<file path="src/rtl/pause_frame_gen.sv">
// Purpose : builds a minimum-length 802.3x PAUSE/XON frame byte stream on request.
// Latency : first byte valid one enabled cycle after pause_req is captured in IDLE.
// Backpressure: a byte advances only when tx_valid & tx_ready & clk_en; otherwise all outputs hold.
//
// Ports:
//   clk, rstn        - single clock, asynchronous active-low reset
//   clk_en           - clock enable; every register advances only when high
//   pause_req        - level request for one PAUSE frame (sampled in IDLE only)
//   pause_quanta     - pause time for the frame, 0 = XON
//   mac_sa           - station source address, [47:40] sent first
//   tx_ready         - downstream accepts the current byte
//   tx_data/tx_valid - byte stream, tx_sof/tx_eof mark first/last byte
//   pause_ack        - single-cycle pulse in the DONE state after the last byte
//   busy             - high whenever the FSM is not IDLE
module pause_frame_gen #(
    parameter int MIN_LEN = 60
) (
    input  logic        clk,
    input  logic        rstn,
    input  logic        clk_en,
    input  logic        pause_req,
    input  logic [15:0] pause_quanta,
    input  logic [47:0] mac_sa,
    input  logic        tx_ready,
    output logic [7:0]  tx_data,
    output logic        tx_valid,
    output logic        tx_sof,
    output logic        tx_eof,
    output logic        pause_ack,
    output logic        busy
);

    typedef enum logic [2:0] {
        ST_IDLE = 3'b001,
        ST_SEND = 3'b010,
        ST_DONE = 3'b100
    } state_t;

    localparam logic [5:0] LAST_IDX = 6'(MIN_LEN - 1);

    state_t      state_q,  state_d;
    logic [5:0]  cnt_q,    cnt_d;
    logic [15:0] quanta_q, quanta_d;
    logic [47:0] sa_q,     sa_d;
    logic [7:0]  data_q,   data_d;
    logic        valid_q,  valid_d;
    logic        sof_q,    sof_d;
    logic        eof_q,    eof_d;
    logic        ack_q,    ack_d;
    logic        busy_q,   busy_d;

    // Frame content indexed by byte position; positions past the control
    // fields are zero padding up to MIN_LEN.
    function automatic logic [7:0] frame_byte(input logic [5:0]  idx,
                                              input logic [15:0] q,
                                              input logic [47:0] sa);
        logic [7:0] b;
        case (idx)
            6'd0:    b = 8'h01;
            6'd1:    b = 8'h80;
            6'd2:    b = 8'hC2;
            6'd3:    b = 8'h00;
            6'd4:    b = 8'h00;
            6'd5:    b = 8'h01;
            6'd6:    b = sa[47:40];
            6'd7:    b = sa[39:32];
            6'd8:    b = sa[31:24];
            6'd9:    b = sa[23:16];
            6'd10:   b = sa[15:8];
            6'd11:   b = sa[7:0];
            6'd12:   b = 8'h88;
            6'd13:   b = 8'h08;
            6'd14:   b = 8'h00;
            6'd15:   b = 8'h01;
            6'd16:   b = q[15:8];
            6'd17:   b = q[7:0];
            default: b = 8'h00;
        endcase
        return b;
    endfunction

    always_comb begin
        state_d  = state_q;
        cnt_d    = cnt_q;
        quanta_d = quanta_q;
        sa_d     = sa_q;
        case (state_q)
            ST_IDLE: begin
                if (pause_req) begin
                    quanta_d = pause_quanta;
                    sa_d     = mac_sa;
                    cnt_d    = 6'd0;
                    state_d  = ST_SEND;
                end
            end
            ST_SEND: begin
                if (valid_q && tx_ready) begin
                    // >= guards against a count that somehow overshot.
                    if (cnt_q >= LAST_IDX) begin
                        cnt_d   = 6'd0;
                        state_d = ST_DONE;
                    end else begin
                        cnt_d = cnt_q + 6'd1;
                    end
                end
            end
            ST_DONE: begin
                state_d = ST_IDLE;
            end
            default: begin
                state_d = ST_IDLE;
                cnt_d   = 6'd0;
            end
        endcase

        // Outputs are registered: derive them from the next state so they
        // line up with the state they describe.
        valid_d = (state_d == ST_SEND);
        sof_d   = valid_d && (cnt_d == 6'd0);
        eof_d   = valid_d && (cnt_d == LAST_IDX);
        data_d  = valid_d ? frame_byte(cnt_d, quanta_d, sa_d) : 8'h00;
        ack_d   = (state_d == ST_DONE);
        busy_d  = (state_d != ST_IDLE);
    end

    always_ff @(posedge clk or negedge rstn) begin
        if (!rstn) begin
            state_q  <= ST_IDLE;
            cnt_q    <= 6'd0;
            quanta_q <= 16'h0000;
            sa_q     <= 48'h0;
            data_q   <= 8'h00;
            valid_q  <= 1'b0;
            sof_q    <= 1'b0;
            eof_q    <= 1'b0;
            ack_q    <= 1'b0;
            busy_q   <= 1'b0;
        end else if (clk_en) begin
            state_q  <= state_d;
            cnt_q    <= cnt_d;
            quanta_q <= quanta_d;
            sa_q     <= sa_d;
            data_q   <= data_d;
            valid_q  <= valid_d;
            sof_q    <= sof_d;
            eof_q    <= eof_d;
            ack_q    <= ack_d;
            busy_q   <= busy_d;
        end
    end

    assign tx_data   = data_q;
    assign tx_valid  = valid_q;
    assign tx_sof    = sof_q;
    assign tx_eof    = eof_q;
    assign pause_ack = ack_q;
    assign busy      = busy_q;

endmodule

</file>
<file path="config.mk">
export PLATFORM = sky130hd
export DESIGN_NAME = pause_frame_gen
export DESIGN_NICKNAME = d
export VERILOG_FILES = /design/src/rtl/pause_frame_gen.sv
export SDC_FILE = /design/constraint.sdc
export NUM_CORES = 1
export LEC_CHECK = 0
export CAP_MARGIN = 10
export CORE_ASPECT_RATIO = 1.5
export CORE_MARGIN = 8
export CORE_UTILIZATION = 45
export DETAILED_ROUTE_END_ITERATION = 8
export GPL_TIMING_DRIVEN = 0
export PLACE_DENSITY_LB_ADDON = 0.08
export SYNTH_ARGS = -nofsm -noshare
export SYNTH_HDL_FRONTEND = slang
export SYNTH_SLANG_ARGS = --single-unit
</file>
<file path="constraint.sdc">
create_clock -name clk -period 6.7 [get_ports clk]
set_clock_uncertainty 0.2 [all_clocks]
set_input_delay 0.67 -clock clk [delete_from_list [all_inputs] [get_ports clk]]
set_output_delay 0.67 -clock clk [all_outputs]
set_load 0.02 [all_outputs]
</file>
* Yosys cells after proc, flatten, opt, wreduce, memory -nomap -nowiden
Index checks and enable logic that the tools add are counted.
Operators by class: eq/ne operators 21, reductions and logical operators 5, muxes and demuxes 14, $add $sub $neg 1, $lt $le $gt $ge 1
Operators with widths (number):
- one-hot mux 8 bit (13 select lines) | 1
- 2-to-1 mux 48 bit | 2
- == test 6 x 4 -> 1 bit, second input constant | 7
- 2-to-1 mux 16 bit | 2
- == test 6 x 3 -> 1 bit, second input constant | 3
- 2-to-1 mux 6 bit | 3
- one-hot mux 6 bit (3 select lines) | 1
- == test 6 x 5 -> 1 bit, second input constant | 2
- 2-to-1 mux 3 bit | 3
- 2-to-1 mux 8 bit | 1
- adder 6 x 1 -> 6 bit, second input constant | 1
- == test 3 x 2 -> 1 bit, second input constant | 2
- == test 3 bit, second input constant | 2
- == test 6 x 1 -> 1 bit, second input constant | 1
- == test 6 x 2 -> 1 bit, second input constant | 1
- == test 6 bit, second input constant | 1
- >= comparator 6 bit, second input constant | 1
- zero test 6 bit | 1
- one-hot mux 3 bit (2 select lines) | 1
- == test 3 x 1 -> 1 bit, second input constant | 1
- logical AND 1 bit | 3
- != test 3 x 1 -> 1 bit, second input constant | 1
- OR reduction 3 bit | 1
Storage, ports and cells: register bits after elaboration 86, bits of input ports 69, output and inout port bits 13, word-level logic and storage cells 52

* Depth between registers and ports, before layout
word-level depth 8, depth in mapped cells 11, gate-level depth less buffers 9

* Least setup slack after synthesis
OpenSTA, ideal clock, no wires.
kind input port to flip-flop, start input port tx_ready, end register data_q[0], in the netlist tx_data[0], setup time 86 ps, required time 6414 ps, path slack 3851 ps, stages on the path 8, arrival time 2563 ps, path buffers 1, path through nand2_2 > or3_1 > a32oi_2 > nand2_1 > nor4b_1 > or4_1 > buf_2 > a32oi_1
Between the ends: longest elaborated chain between the ends 7
Ends and longest elaborated chain:
- start: declaration | RTL line 24 | input logic tx_ready,
- logical AND 1 bit (*) | RTL line 97 | if (valid_q && tx_ready) begin
- 2-to-1 mux 6 bit | RTL line 97
- one-hot mux 6 bit (3 select lines) | RTL line 87 | case (state_q)
- == test 6 x 4 -> 1 bit, or another cell as far along | RTL line 58 | case (idx)
- OR reduction 3 bit (no line)
- one-hot mux 8 bit (13 select lines) | RTL line 58
- 2-to-1 mux 8 bit (*) | RTL line 121 | data_d = valid_d ? frame_byte(cnt_d, quanta_d, sa_d) : 8'h00;
- end signal: assignment | RTL line 143 | data_q <= data_d;
- end: declaration | RTL line 45 | logic [7:0] data_q, data_d;
Every way passes the cells marked *; elsewhere a longest branch is shown, timed or not. A chain may end at the register's enable or synchronous reset.

* Worst setup path after layout
start input port pause_req, end register data_q[5], in the netlist tx_data[5]
Between the ends: longest elaborated chain between the ends 6
Ends and longest elaborated chain:
- start: declaration | RTL line 21 | input logic pause_req,
- 2-to-1 mux 6 bit | RTL line 89 | if (pause_req) begin
- one-hot mux 6 bit (3 select lines) | RTL line 87
- == test 6 x 4 -> 1 bit, or another cell as far along | RTL line 58
- OR reduction 3 bit (no line)
- one-hot mux 8 bit (13 select lines) | RTL line 58
- 2-to-1 mux 8 bit (*) | RTL line 121
Marked as above.

==> qor.yml <==
clock_latency_ns: 0.34
period_needed_ns: 4.17
start_util_pct: 45.9
slew_violations: 0
wl_per_cell_um: 20.9
dr.pass1.iters: 5
ant_nets: 0
max_cap_viol_count: 0
crit_path_max_fanout: 10
hold_ws_ns: 0.101
cp.required_ns: 6.67
vdd_ir_drop_max_uv: 195
synth_ff_type: "dfrtp_1"
status: "completed"
min_path_type: "input pin to asynchronous set/reset pin"
rsz0062_at_grt: "false"
dp_hpwl_um: 10600
clockBufferDepth: 2
rows: 45
grt_usage_pct: 21.0
syn_area_um2: 4630
clock_tree.root_cell: "clkbuf_16"
end_kind: "register"
synth_nets: 528
power_density_nw_per_um2: 365
synthCells: 458
die_area_um2: 13900
finish.utilization_pct: 58.8
h-tree-depth: 3
die_x_um: 98.8
cp.arrival_ns: 4.13
viasPerCell: 5.93
wl_um: 14100
grt_pass1_wl_um: 23000
vias: 3991
io-pin-count: 82
first_global_vias: 4216
leakage_uw: 0.00239
postCtsSetupBuffers: 0
timing.final.crit_share_pct: 62.2
hold_buffers: 0
cts_sinks: 86
syn_avg_cell_area_um2: 10.1
setup_viol: 0
yosys_warnings: 0
drc_errors: 0
synth.distinct_cells: 59
synth_edf_count: 0
core_area_um2: 10100
path_class: "input pin to register"
max_freq_mhz: 240
numCtsBuffers: 9
drive_gt1_share_pct: 18.2
fin_nets: 621
async_flop_share_pct: 100
synth_seq_cells: 86
area_delta_synth_final_pct: 27.9
routabilityCongestion: 0.858
clkSlewWorstSetupHoldPaths_ns: 0.06
cts_tree: "yes"
cp-start-kind: "input pin"
seq_area_frac_synth_pct: 46.5
worst_slew_pin_slew_ns: 1.02
first_iter_violations: 250
ctsResizeCount: 0
n_fill_cell: 895
antenna_found_initial: 0
n_antenna_cell: 0
maxSlewHeadroom_pct: 30.3
grt_start_max_net_pins: 49
hold_violations: 0
portBuffers: 81
chipHeight_um: 140
grt_overflow_total: 0
tns_ns: 0
[critical path, stage by stage]
cell	delay, ns
clkdlybuf4s50_1	0.49
nor2b_1	0.22
and3_1	0.18
clkbuf_1	0.27
buf_2	0.36
clkbuf_1	0.48
mux2i_1	0.30
o22ai_1	0.13
a2111oi_0	0.88
o22ai_1	0.15
[cell type report]
cell class	count	area, um2	share of cell area (%)
Buffer	29	130	2.20
Clock buffer	12	256	4.33
Clock inverter	4	53.8	0.909
Inverter	16	60.1	1.01
Multi-Input combinational cell	327	2290	38.6
Sequential cell	86	2150	36.4
Tap cell	117	146	2.47
Timing Repair Buffer	82	836	14.1
[layout by cell type, fill, tap and decap left out, types with 6 or more instances in the layout]
cell type / netlist / final
clkbuf_1: 20 / 21
o21ai_0: 12 / 12
mux2i_1: 14 / 14
nor2_1: 23 / 23
dfrtp_1: 85 / 85
a21oi_1: 24 / 24
nor3_1: 7 / 7
clkbuf_16: 0 / 9
and3_1: 6 / 6
mux2_2: 64 / 64
clkdlybuf4s50_1: 0 / 80
o22ai_1: 11 / 11
nand3_1: 21 / 21
nand2_1: 67 / 67
a31oi_1: 11 / 11
inv_1: 16 / 16
[final timing paths]
kind                                   startpoint                endpoint  slack [ns]  cells after the start
setup / recovery                        pause_req  tx_data[5]$_DFFE_PN0P_        2.53                     10
hold / removal                               rstn     sa_q[6]$_DFFE_PN0P_        0.10                      1
setup reg to reg           state_q[0]$_DFFE_PN1P_  tx_data[5]$_DFFE_PN0P_        2.88                     10
hold reg to reg              sa_q[29]$_DFFE_PN0P_    sa_q[29]$_DFFE_PN0P_        0.30                      1
max in group asynchronous                    rstn  state_q[0]$_DFFE_PN1P_        5.52                      2
min in group clk             sa_q[29]$_DFFE_PN0P_    sa_q[29]$_DFFE_PN0P_        0.30                      1
[cells by family (layout without fill, tap and decap cells)]
kind of cell	after synthesis	in the layout	synth area share, %
AND/OR/NAND/NOR	153	153	15.8
multiplexers	80	80	19.6
flip-flops	86	86	46.5
adder cells (fa/ha/maj)	1	1	0.270
buffers and inverters	45	143	4.11
AO/OA/AOI/OAI	93	93	13.7
[state kept, by name, summed over array words and instances (netlist names), 3 cells and up]
signal / count
tx_data: 8
quanta_q: 16
state_q: 3
sa_q: 48
cnt_q: 6
[Yosys cell counts (all sizes together) (4+ instances only)]
master  count  area share [%]
mux2i      14             3.0
mux2       64              16
inv        16             1.3
o22ai      12             1.8
a31oi      11             1.5
or4         5            0.81
nand3      21             2.3
dfrtp      85              46
and3        6            0.81
nor2       23             1.9
o21ai      13             1.4
nor3b       4            0.76
nand4       5            0.68
nor3        7            0.76
a21oi      25             2.9
buf         9             1.2
clkbuf     20             1.6
nand2      68             5.6
[stage by stage]
step	std cells	cell area (um2)	setup WS [ns]	total power, uW
2_1_floorplan	458	4630	3.85	1370
3_3_place_gp	656	5590	1.57	1620
3_5_place_dp	657	5610	2.19	1650
4_1_cts	673	5920	2.51	2170
5_1_grt	673	5920	2.30	2290
6_report	673	5920	2.53	2160
[routing by layer]
layer | wire, um | GRT usage [%]
met2 | 7270 | 35.8
met3 | 645 | 3.72
met4 | 425 | 8.61
met1 | 5720 | 25.5
met5 | 0 | 0
[report_power, final]
part / internal (uW) / switching [uW] / leakage (uW) / total [uW]
clock: 311 / 201 / 0.000145 / 512
sequential: 739 / 124 / 0.00104 / 862
combinational: 379 / 407 / 0.00120 / 786
total: 1430 / 732 / 0.00239 / 2160
Note: power is estimated with default switching activity, not from simulation.
